$ cat src/rtl/jstk_poll_sched_if.sv
// Bundle between the joystick poll scheduler, the two SPI engines and the game logic.
interface jstk_poll_sched_if #(
  parameter int unsigned DATA_W = 40
);
  logic              enable;
  logic [1:0]        busy;
  logic [DATA_W-1:0] rx_data1;
  logic [DATA_W-1:0] rx_data2;
  logic [1:0]        snd_rec;
  logic [DATA_W-1:0] pl1_data;
  logic [DATA_W-1:0] pl2_data;
  logic [1:0]        pl_valid;
  logic [1:0]        err;
  logic              frame_tick;
  logic              overrun;

  modport master (
    input  enable, busy, rx_data1, rx_data2,
    output snd_rec, pl1_data, pl2_data, pl_valid, err, frame_tick, overrun
  );

  modport slave (
    output enable, busy, rx_data1, rx_data2,
    input  snd_rec, pl1_data, pl2_data, pl_valid, err, frame_tick, overrun
  );
endinterface

$ cat src/rtl/jstk_poll_sched.sv
// Polls two joystick SPI engines one at a time per round, alternating the first
// player each round, latching results with per-transfer timeout and overrun tracking.
module jstk_poll_sched #(
  parameter int unsigned POLL_PERIOD = 500000,
  parameter int unsigned TIMEOUT     = 100000,
  parameter int unsigned DATA_W      = 40
) (
  input  logic              clk,
  input  logic              clr_n,
  jstk_poll_sched_if.master bus
);
  localparam int unsigned   PW       = (POLL_PERIOD > 1) ? $clog2(POLL_PERIOD) : 1;
  localparam int unsigned   TW       = $clog2(TIMEOUT + 1);
  localparam logic [PW-1:0] PER_LAST = PW'(POLL_PERIOD - 1);
  localparam logic [TW-1:0] TMO_LAST = TW'(TIMEOUT - 1);

  typedef enum logic [2:0] {IDLE, REQ, WAIT_HI, WAIT_LO, LATCH, TICK} state_t;

  state_t            state_q, state_d;
  logic [PW-1:0]     per_q, per_d;
  logic [TW-1:0]     tmo_q, tmo_d;
  logic              cur_q, cur_d, sec_q, sec_d, fp_q, fp_d;
  logic              pend_q, pend_d, ovr_q, ovr_d;
  logic [DATA_W-1:0] pl1_q, pl1_d, pl2_q, pl2_d;
  logic [1:0]        val_q, val_d, err_q, err_d;
  logic [1:0]        snd;
  logic              tick, wrap, ovr_set, tmo_hit, advance;

  // Period counter; pend_q remembers a wrap missed during an overrunning round.
  always_comb begin
    wrap = 1'b0;
    if (state_q == IDLE && !bus.enable) begin
      per_d = '0;
    end else begin
      wrap  = (per_q == PER_LAST);
      per_d = wrap ? '0 : per_q + PW'(1);
    end
    ovr_set = wrap && (state_q != IDLE) && (state_q != TICK);
  end

  always_comb begin
    state_d = state_q;
    tmo_d   = tmo_q;
    cur_d   = cur_q;
    sec_d   = sec_q;
    fp_d    = fp_q;
    pend_d  = pend_q | ovr_set;
    ovr_d   = ovr_q | ovr_set;
    pl1_d   = pl1_q;
    pl2_d   = pl2_q;
    val_d   = val_q;
    err_d   = err_q;
    snd     = '0;
    tick    = 1'b0;
    advance = 1'b0;
    // tmo_q counts cycles since REQ entry; the last allowed cycle is TIMEOUT-1.
    tmo_hit = (tmo_q == TMO_LAST);

    unique case (state_q)
      IDLE: begin
        if (bus.enable && (per_q == '0 || pend_q)) begin
          cur_d   = fp_q;
          sec_d   = 1'b0;
          tmo_d   = '0;
          pend_d  = 1'b0;
          state_d = REQ;
        end
      end
      REQ: begin
        tmo_d = tmo_q + TW'(1);
        if (tmo_hit) begin
          err_d[cur_q] = 1'b1;
          val_d[cur_q] = 1'b0;
          advance      = 1'b1;
        end else if (!bus.busy[cur_q]) begin
          snd[cur_q] = 1'b1;
          state_d    = WAIT_HI;
        end
      end
      WAIT_HI: begin
        tmo_d = tmo_q + TW'(1);
        if (tmo_hit) begin
          err_d[cur_q] = 1'b1;
          val_d[cur_q] = 1'b0;
          advance      = 1'b1;
        end else if (bus.busy[cur_q]) begin
          state_d = WAIT_LO;
        end
      end
      WAIT_LO: begin
        tmo_d = tmo_q + TW'(1);
        if (!bus.busy[cur_q]) begin
          state_d = LATCH;
        end else if (tmo_hit) begin
          err_d[cur_q] = 1'b1;
          val_d[cur_q] = 1'b0;
          advance      = 1'b1;
        end
      end
      LATCH: begin
        if (cur_q == 1'b0) pl1_d = bus.rx_data1;
        else               pl2_d = bus.rx_data2;
        val_d[cur_q] = 1'b1;
        err_d[cur_q] = 1'b0;
        advance      = 1'b1;
      end
      TICK: begin
        tick    = 1'b1;
        fp_d    = ~fp_q;
        state_d = IDLE;
      end
      default: state_d = IDLE;
    endcase

    if (advance) begin
      if (!sec_q) begin
        cur_d   = ~cur_q;
        sec_d   = 1'b1;
        tmo_d   = '0;
        state_d = REQ;
      end else begin
        state_d = TICK;
      end
    end
  end

  always_ff @(posedge clk or negedge clr_n) begin
    if (!clr_n) begin
      state_q <= IDLE;
      per_q   <= '0;
      tmo_q   <= '0;
      cur_q   <= 1'b0;
      sec_q   <= 1'b0;
      fp_q    <= 1'b0;
      pend_q  <= 1'b0;
      ovr_q   <= 1'b0;
      pl1_q   <= '0;
      pl2_q   <= '0;
      val_q   <= '0;
      err_q   <= '0;
    end else begin
      state_q <= state_d;
      per_q   <= per_d;
      tmo_q   <= tmo_d;
      cur_q   <= cur_d;
      sec_q   <= sec_d;
      fp_q    <= fp_d;
      pend_q  <= pend_d;
      ovr_q   <= ovr_d;
      pl1_q   <= pl1_d;
      pl2_q   <= pl2_d;
      val_q   <= val_d;
      err_q   <= err_d;
    end
  end

  assign bus.snd_rec    = snd;
  assign bus.frame_tick = tick;
  assign bus.pl1_data   = pl1_q;
  assign bus.pl2_data   = pl2_q;
  assign bus.pl_valid   = val_q;
  assign bus.err        = err_q;
  assign bus.overrun    = ovr_q;
endmodule

$ cat src/flat_wrapper.sv
// flat-port wrapper written by rule: the top's interface ports become plain ports
module jstk_poll_sched_flat 
#(
  parameter int unsigned POLL_PERIOD = 500000,
  parameter int unsigned TIMEOUT     = 100000,
  parameter int unsigned DATA_W      = 40
)
  (clk, clr_n, bus_enable, bus_busy, bus_rx_data1, bus_rx_data2, bus_snd_rec, bus_pl1_data, bus_pl2_data, bus_pl_valid, bus_err, bus_frame_tick, bus_overrun);
  jstk_poll_sched_if #(.DATA_W(DATA_W)) bus_i ();
  input  logic clk;
  input  logic clr_n;
  input wire logic [$bits(bus_i.enable)-1:0] bus_enable;
  input wire logic [$bits(bus_i.busy)-1:0] bus_busy;
  input wire logic [$bits(bus_i.rx_data1)-1:0] bus_rx_data1;
  input wire logic [$bits(bus_i.rx_data2)-1:0] bus_rx_data2;
  output wire logic [$bits(bus_i.snd_rec)-1:0] bus_snd_rec;
  output wire logic [$bits(bus_i.pl1_data)-1:0] bus_pl1_data;
  output wire logic [$bits(bus_i.pl2_data)-1:0] bus_pl2_data;
  output wire logic [$bits(bus_i.pl_valid)-1:0] bus_pl_valid;
  output wire logic [$bits(bus_i.err)-1:0] bus_err;
  output wire logic [$bits(bus_i.frame_tick)-1:0] bus_frame_tick;
  output wire logic [$bits(bus_i.overrun)-1:0] bus_overrun;
  assign bus_i.enable = bus_enable;
  assign bus_i.busy = bus_busy;
  assign bus_i.rx_data1 = bus_rx_data1;
  assign bus_i.rx_data2 = bus_rx_data2;
  assign bus_snd_rec = bus_i.snd_rec;
  assign bus_pl1_data = bus_i.pl1_data;
  assign bus_pl2_data = bus_i.pl2_data;
  assign bus_pl_valid = bus_i.pl_valid;
  assign bus_err = bus_i.err;
  assign bus_frame_tick = bus_i.frame_tick;
  assign bus_overrun = bus_i.overrun;
  jstk_poll_sched #(.POLL_PERIOD(POLL_PERIOD), .TIMEOUT(TIMEOUT), .DATA_W(DATA_W)) u_core (.clk(clk), .clr_n(clr_n), .bus(bus_i));
endmodule
$ cat config.mk
export PLATFORM = sky130hd
export DESIGN_NAME = jstk_poll_sched_flat
export DESIGN_NICKNAME = d
export VERILOG_FILES = /design/src/rtl/jstk_poll_sched_if.sv /design/src/rtl/jstk_poll_sched.sv /design/src/flat_wrapper.sv
export SDC_FILE = /design/constraint.sdc
export NUM_CORES = 1
export LEC_CHECK = 0
export ABC_AREA = 0
export BUFFER_PORTS_ARGS = -buffer_cell sky130_fd_sc_hd__clkbuf_2
export CORE_ASPECT_RATIO = 1.5
export CORE_MARGIN = 10
export CORE_UTILIZATION = 38
export CTS_CLUSTER_SIZE = 20
export DETAILED_ROUTE_END_ITERATION = 12
export PLACE_DENSITY = 0.66
export REMOVE_ABC_BUFFERS = 1
export SLEW_MARGIN = 20
export SYNTH_ARGS = -nofsm -noshare
export SYNTH_HDL_FRONTEND = slang
export SYNTH_SLANG_ARGS = --single-unit
$ cat constraint.sdc
create_clock -name clk -period 2.2 [get_ports clk]
set_clock_uncertainty 0.15 [all_clocks]
set_input_delay 0.11 -clock clk [delete_from_list [all_inputs] [get_ports clk]]
set_output_delay 0.11 -clock clk [all_outputs]
set_load 0.005 [all_outputs]
==> out/metrics.yaml, run 1 <==
synth:
  syn_area_um2: 5560
  synthMuxAreaShare_pct: 16.6
  yosys.area_share.simple_pct: 12.5
  synth_seq_area_share_pct: 57.6
  synthCells: 455
  synth-xor-area-share_pct: 2.99
  syn_avg_cell_area_um2: 12.2
  synth_top_family_by_area: "multiplexers"
  synth_edf_count: 0
  synth.area.top_cells: "dfrtp_1 58%, mux2_2 16%, nor2_1 3.0%"
  ys.flop_type: "dfrtp_1"
  synth_compound_area_share_pct: 7.06
  async_flop_share_pct: 100
  synth_top_area_share_pct: 57.6
  ys_types: 52
  ys_seq_elements: 128
  synth_adder_area_share_pct: 0.675
  post-synth-top-area-cell: "dfrtp_1"
  ys_warn_count: 0
critical_path:
  path_max_fanout: 2
  rr_worst_depth: 5
  end_kind: "output pin"
  worstPathRequired_ns: 1.94
  startpoint: "u_core.tmo_q[14]"
  cp.arrival_ns: 1.97
  startpoint_type: "flop"
  reg2reg_from: "u_core.tmo_q[14]"
  critical_path_class: "reg -> out"
detailed_routing:
  totalWireLength_um: 16000
  wl_per_cell_um: 16.7
  vias: 4707
  ant_nets: 0
  via_per_inst: 4.91
  drt_iter0_markers: 189
  firstDrtPassIters: 4
  drc: 0
placement:
  post-place-ws_ns: -0.0578
  dpl.hpwl_um: 11100
  portBuffers: 172
  place_area_um2: 6880
  routabilityCongestion: 0.874
cells_and_area:
  final_layout_size_suffix_gt1_share_pct: 45.9
  area_delta_synth_final_pct: 51.8
  final_common_cell: "clkbuf_2"
  n_antenna_cell: 0
  final_util_pct: 58.4
  fin_area_um2: 8440
  nets: 837
  layout_common_cells: "171 x clkbuf_2, 128 x dfrtp_1, 82 x dlygate4sd3_1, 81 x mux2_2, 43 x nor2_1"
run_status:
  violations: "negative setup slack"
  run_status: "finished, violations left"
power_and_ir_drop:
  power_frac_clock_pct: 29.4
  power_w: 0.00976
  vdd_drop_max_uv: 598
  switching_share_pct: 31.7
  powerDensity_nw_per_um2: 1160
  p_seq_share_pct: 37.4
  leakagePower_nw: 4.08
  combPwrFrac_pct: 33.1
  p_switching_w: 0.00310
  p_int_w: 0.00666
clock_network:
  clk_pin_slew_ns: 0.06
  cts_made_buffers: 17
  clkLatencyLatePin_ns: 0.41
  clock-root-buffer: "clkbuf_16"
  cts_max_level: 4
  clock_path_buffers: 2
  cts_tree: "built"
  clock-sinks: 128
sta:
  worst-slew-pin-transition_ns: 0.553
  clock.fmax_ghz: 0.448
  period_share_pct: 101
  final.min_clock_period_ns: 2.23
  setup_viol: 3
  rsz0062_at_grt: "yes"
  slew_headroom_pct: 63.2
  worst_slack_ns: -0.0306
  slew_violations: 0
  hold_viol: 0
floorplanning:
  die_y_um: 168
  start_util_pct: 38.5
  std_cell_rows: 54
  fp.dieW_um: 119
  coreArea_um2: 14500
  num_io_pins: 173
  die-area_um2: 20000
run:
  max_cap_violations: 0
global_routing:
  grt_overflow_total: 0
  grt_pass1_vias: 5293
  grt_pass1_wl_um: 26500
  antenna_found_initial: 0
  grt_use_total_pct: 16.2
  grt_max_degree: 50
worst_hold_path:
  hold_path.class: "in -> async"
[layer usage]
metal | vias up | track usage [%] | share of wire, %
met5 | - | 0 | 0
met2 | 185 | 28.9 | 53
met4 | 0 | 8.74 | 3.5
li1 | 2220 | - | -
met1 | 2262 | 16.1 | 37
met3 | 40 | 5.52 | 7.2
[power by group through the flow]
| stage | sequential [W] | combinational [W] | clock, W |
|---|---|---|---|
| after CTS | 0.00365 | 0.00319 | 0.00296 |
| after floorplan | 0.00373 | 0.00140 | 0 |
| after global placement | 0.00365 | 0.00291 | 0 |
| after global routing | 0.00377 | 0.00356 | 0.00305 |
| final | 0.00365 | 0.00323 | 0.00287 |
| after detailed placement | 0.00369 | 0.00298 | 0 |
[flip-flops by register name, indices dropped and copies added (netlist names), named ones only]
signal               count
u_core.bus.overrun       1
u_core.fp_q              1
u_core.pend_q            1
u_core.state_q           3
u_core.bus.pl1_data     40
u_core.sec_q             1
u_core.bus.pl2_data     40
u_core.cur_q             1
u_core.tmo_q            17
u_core.per_q            19
[synth_stat cells, types with 3 or more instances]
| cell type | number |
|---|---|
| and3_1 | 6 |
| and4_1 | 3 |
| dfrtp_1 | 128 |
| a211oi_1 | 4 |
| a31oi_1 | 5 |
| or3_1 | 3 |
| o21ai_0 | 8 |
| nor2_1 | 44 |
| ha_1 | 3 |
| xor2_1 | 14 |
| xnor2_1 | 5 |
| mux2_2 | 81 |
| nand4_1 | 11 |
| o22ai_1 | 3 |
| clkbuf_1 | 11 |
| a21oi_1 | 14 |
| nor3_1 | 11 |
| buf_2 | 12 |
| inv_1 | 11 |
| nand3_1 | 14 |
| a311oi_1 | 3 |
| nand2_1 | 21 |
[critical path, stage by stage, from the launching register on]
cell and delay, ns:
dfrtp_1 0.39, or4b_4 0.57, nor4_4 0.26, or3_4 0.19, nor3b_2 0.04, clkbuf_2 0.11
[timing repair]
item                                   CTS  global route
endpoints found under the hold margin  161             0
setup endpoints to repair                7            32
cloned                                   0             1
gates resized for setup                  6             8
setup buffers                            9             1
hold buffers                            82             0
pin swaps                                5             4
[cell families after synthesis]
group	count (synthesis)
compound gates	56
xor+xnor	19
fa+ha+maj	3
simple gates	133
buf+inv	34
mux	82
flops	128
[path summary, 6_finish.rpt]
path	endpoint	slack (ns)
setup / recovery	bus_snd_rec[1]	-0.03
hold / removal	u_core.per_q[0]	0.08
setup reg to reg	flop	-0.02
hold reg to reg	u_core.fp_q	0.31
max in group asynchronous	u_core.bus.pl1_data[32]	1.16
min in group clk	u_core.state_q[0]	0.16
[area by class of cell]
class | count | area [um^2]
clock buffer | 18 | 429
clock inverter | 14 | 179
fill | 1154 | 6020
inverter | 11 | 41.3
multi-input combinational | 293 | 2280
sequential | 128 | 3200
tap | 196 | 245
timing repair buffer | 298 | 2070
[through the flow]
| step | cells | TNS, ns | hold slack, ns |
|---|---|---|---|
| after CTS | 956 | -0.0612 | 0.0918 |
| after floorplan | 432 | -56.73 | -0.336 |
| after global routing | 958 | -0.406 | 0.147 |
| final | 958 | -0.0755 | 0.0754 |
| after detailed placement | 833 | -0.132 | -0.00514 |
| after global placement | 833 | 0 | -0.0140 |
(Power assumes the default switching activity.)
==> inputs of run 2 (changes only) <==
--- a/config.mk
+++ b/config.mk
@@ -12,7 +12,7 @@
 export CORE_UTILIZATION = 38
 export CTS_CLUSTER_SIZE = 20
 export DETAILED_ROUTE_END_ITERATION = 12
-export PLACE_DENSITY = 0.66
+export PLACE_DENSITY = 0.64
 export REMOVE_ABC_BUFFERS = 1
 export SLEW_MARGIN = 20
 export SYNTH_ARGS = -nofsm -noshare
==> constraint.sdc (replaced) <==
create_clock -name clk -period 2.6 [get_ports clk]
set_clock_uncertainty 0.15 [all_clocks]
set_input_delay 0.13 -clock clk [delete_from_list [all_inputs] [get_ports clk]]
set_output_delay 0.13 -clock clk [all_outputs]
set_load 0.005 [all_outputs]
==> run 2 against run 1 <==
- the flow now finishes without violations
- combinational power shrank 22%
- via count fell by 1.7%
- sequential power shrank 14%
- sequential share of layout area up 1.3 points
- clock power decreased by 16%
- total power down 17%
- critical path depth unchanged
- critical endpoint unchanged
- hold slack improved by 0.023 ns
==> out/metrics.yaml, run 2 (synthesized netlist as in run 1, its figures left out) <==
run_status:
  run_status: "completed"
worst_hold_path:
  hold_path.class: "in -> async"
clock_network:
  clock_path_buffers: 2  # unchanged
  clock-root-buffer: "clkbuf_16"
  postCtsResizedCells: 0  # -6
  clk_pin_slew_ns: 0.06  # about the same
  clock-sinks: 128  # unchanged
  cts_made_buffers: 17  # unchanged
  clkLatencyLatePin_ns: 0.41  # about the same
  cts_tree: "built"
  cts_max_level: 4  # unchanged
global_routing:
  grt_max_degree: 46  # -8.0%
  antenna_found_initial: 1  # +1
  grt_pass1_vias: 5110  # -3.5%
  grt_pass1_wl_um: 25800  # -2.4%
  grt_use_total_pct: 15.8  # -0.40 points
  grt_overflow_total: 0  # unchanged
detailed_routing:
  ant_nets: 0  # unchanged
  via_per_inst: 4.97  # +1.2%
  drt_iter0_markers: 233  # +23%
  firstDrtPassIters: 6  # +2
  totalWireLength_um: 15800  # -1.1%
  wl_per_cell_um: 17.0  # +1.9%
  vias: 4626  # -1.7%
  drc: 0  # unchanged
placement:
  dpl.hpwl_um: 11000  # -1.3%
  portBuffers: 172  # unchanged
  place_area_um2: 6730  # -2.2%
  routabilityCongestion: 0.820  # -6.2%
critical_path:
  r2r_slack_ns: 0.31  # +0.33 ns
  cp_slowest_cell: "dfrtp_1"
  end_kind: "output pin"
  crit_buf_inv: 2  # +1
  endpoint: "bus_snd_rec[1]"
  startpoint_type: "flop"
  startpoint: "u_core.state_q[2]"
  path_depth: 5  # unchanged
  cp.arrival_ns: 2.09  # +0.12 ns
  rr_worst_depth: 8  # +3
  max_stage_delay_ns: 0.50  # -0.07 ns
  crit_family: "simple AND/OR/NAND/NOR gates"
  path_max_fanout: 15  # +13
  reg2reg_from: "u_core.per_q[0]"
  worstPathRequired_ns: 2.32  # +0.38 ns
  critical_path_class: "reg -> out"
  rr_endpoint: "u_core.tmo_q[7]"
  path_cells: "o21bai_1, buf_4, or3_1, nor3b_1, clkbuf_2"
floorplanning:
  die-area_um2: 20000  # unchanged
  die_y_um: 168  # unchanged
  num_io_pins: 173  # unchanged
  start_util_pct: 38.5  # unchanged
  coreArea_um2: 14500  # unchanged
  std_cell_rows: 54  # unchanged
  fp.dieW_um: 119  # unchanged
sta:
  worst-slew-pin-transition_ns: 0.692  # +0.140 ns
  final.min_clock_period_ns: 2.37
  setup_viol: 0  # -3
  slew_violations: 0  # unchanged
  period_share_pct: 91.2
  hold_viol: 0  # unchanged
  slew_headroom_pct: 53.5  # -9.7 points
  rsz0062_at_grt: "no"
  clock.fmax_ghz: 0.422
cells_and_area:
  fin_area_um2: 8150  # -3.4%
  nets: 807  # -3.6%
  final_layout_size_suffix_gt1_share_pct: 42.2  # -3.7 points
  final_common_cell: "clkbuf_2"
  layout_common_cells: "171 x clkbuf_2, 128 x dfrtp_1, 82 x dlygate4sd3_1, 81 x mux2_2, 43 x nor2_1"
  area_delta_synth_final_pct: 46.6
power_and_ir_drop:
  leakagePower_nw: 3.91  # -4.3%
  vdd_drop_max_uv: 623  # +4.2%
  powerDensity_nw_per_um2: 989  # -14%
  power_w: 0.00806  # -17%
run:
  max_cap_violations: 0  # unchanged
==> run 2: cell types whose count changed in the layout (fill, tap and decap cells not counted), sizes merged <==
cell and change:
inv -3, clkbuf +1, diode +2, clkinv +2, buf -30
==> run 2: stage by stage <==
stage | TNS, ns | utilization [%] | hold slack [ns] | setup WS (ns) | std cells
global route | 0 | 56.4 | 0.155 | 0.0759 | 929
global placement | 0 | 46.5 | -0.00507 | 0.379 | 813
CTS | 0 | 56.3 | 0.111 | 0.138 | 927
finish | 0 | 56.4 | 0.0980 | 0.230 | 930
detailed placement | 0 | 46.5 | 0.00159 | 0.322 | 813
floorplan | -29.26 | - | -0.316 | -0.732 | 432
==> run 2: power by group <==
part / leakage (nW) / internal (W) / total (W) / switching, W
sequential: 1.64 / 0.00268 / 0.00314 / 0.000459
combinational: 1.98 / 0.00131 / 0.00253 / 0.00122
clock: 0.284 / 0.00151 / 0.00240 / 0.000890
total: 3.91 / 0.00549 / 0.00806 / 0.00257
==> run 2: metal layers <==
layer	track usage, %	wire (um)
met1	15.9	5790
met3	5.06	906
met5	0	0
met4	7.83	444
met2	28.6	8670
==> run 2: final cells by class <==
cell class                      instances  area, um^2
Fill cell                            1213        6300
Sequential cell                       128        3200
Multi-Input combinational cell        293        2220
Timing Repair Buffer                  268        1840
Clock buffer                           19         433
Tap cell                              196         245
Clock inverter                         13         163
Inverter                               11        41.3
Antenna cell                            2        5.00
==> run 2: worst reg2reg max path, delay by kind of cell (launching register included) <==
kind,cells,cell delay [ns]
AOI/OAI and AO/OA,3,0.62
and+or+nand+nor,2,0.58
DFF,1,0.42
buffers and inverters,2,0.28
adders and majority gates,1,0.13
==> run 2: repair_timing <==
item                                    in CTS  in global routing
endpoints found under the setup margin       0                  2
buffers inserted                             0                  1
hold endpoints to repair                   124                  0
hold buffers                                82                  0
==> run 2: how the worst min path moves through the flow <==
stage / start / endpoint / slack, ns / depth (start not counted)
6_report: clr_n / u_core.per_q[6] / 0.1 / 2
5_1_grt: clr_n / u_core.per_q[6] / 0.16 / 2
4_1_cts: clr_n / u_core.per_q[6] / 0.11 / 2
3_3_place_gp: clr_n / u_core.per_q[6] / -0.005 / 1
2_1_floorplan: clr_n / asynchronous set/reset pin / -0.32 / 0
3_5_place_dp: clr_n / u_core.per_q[6] / 0.002 / 1
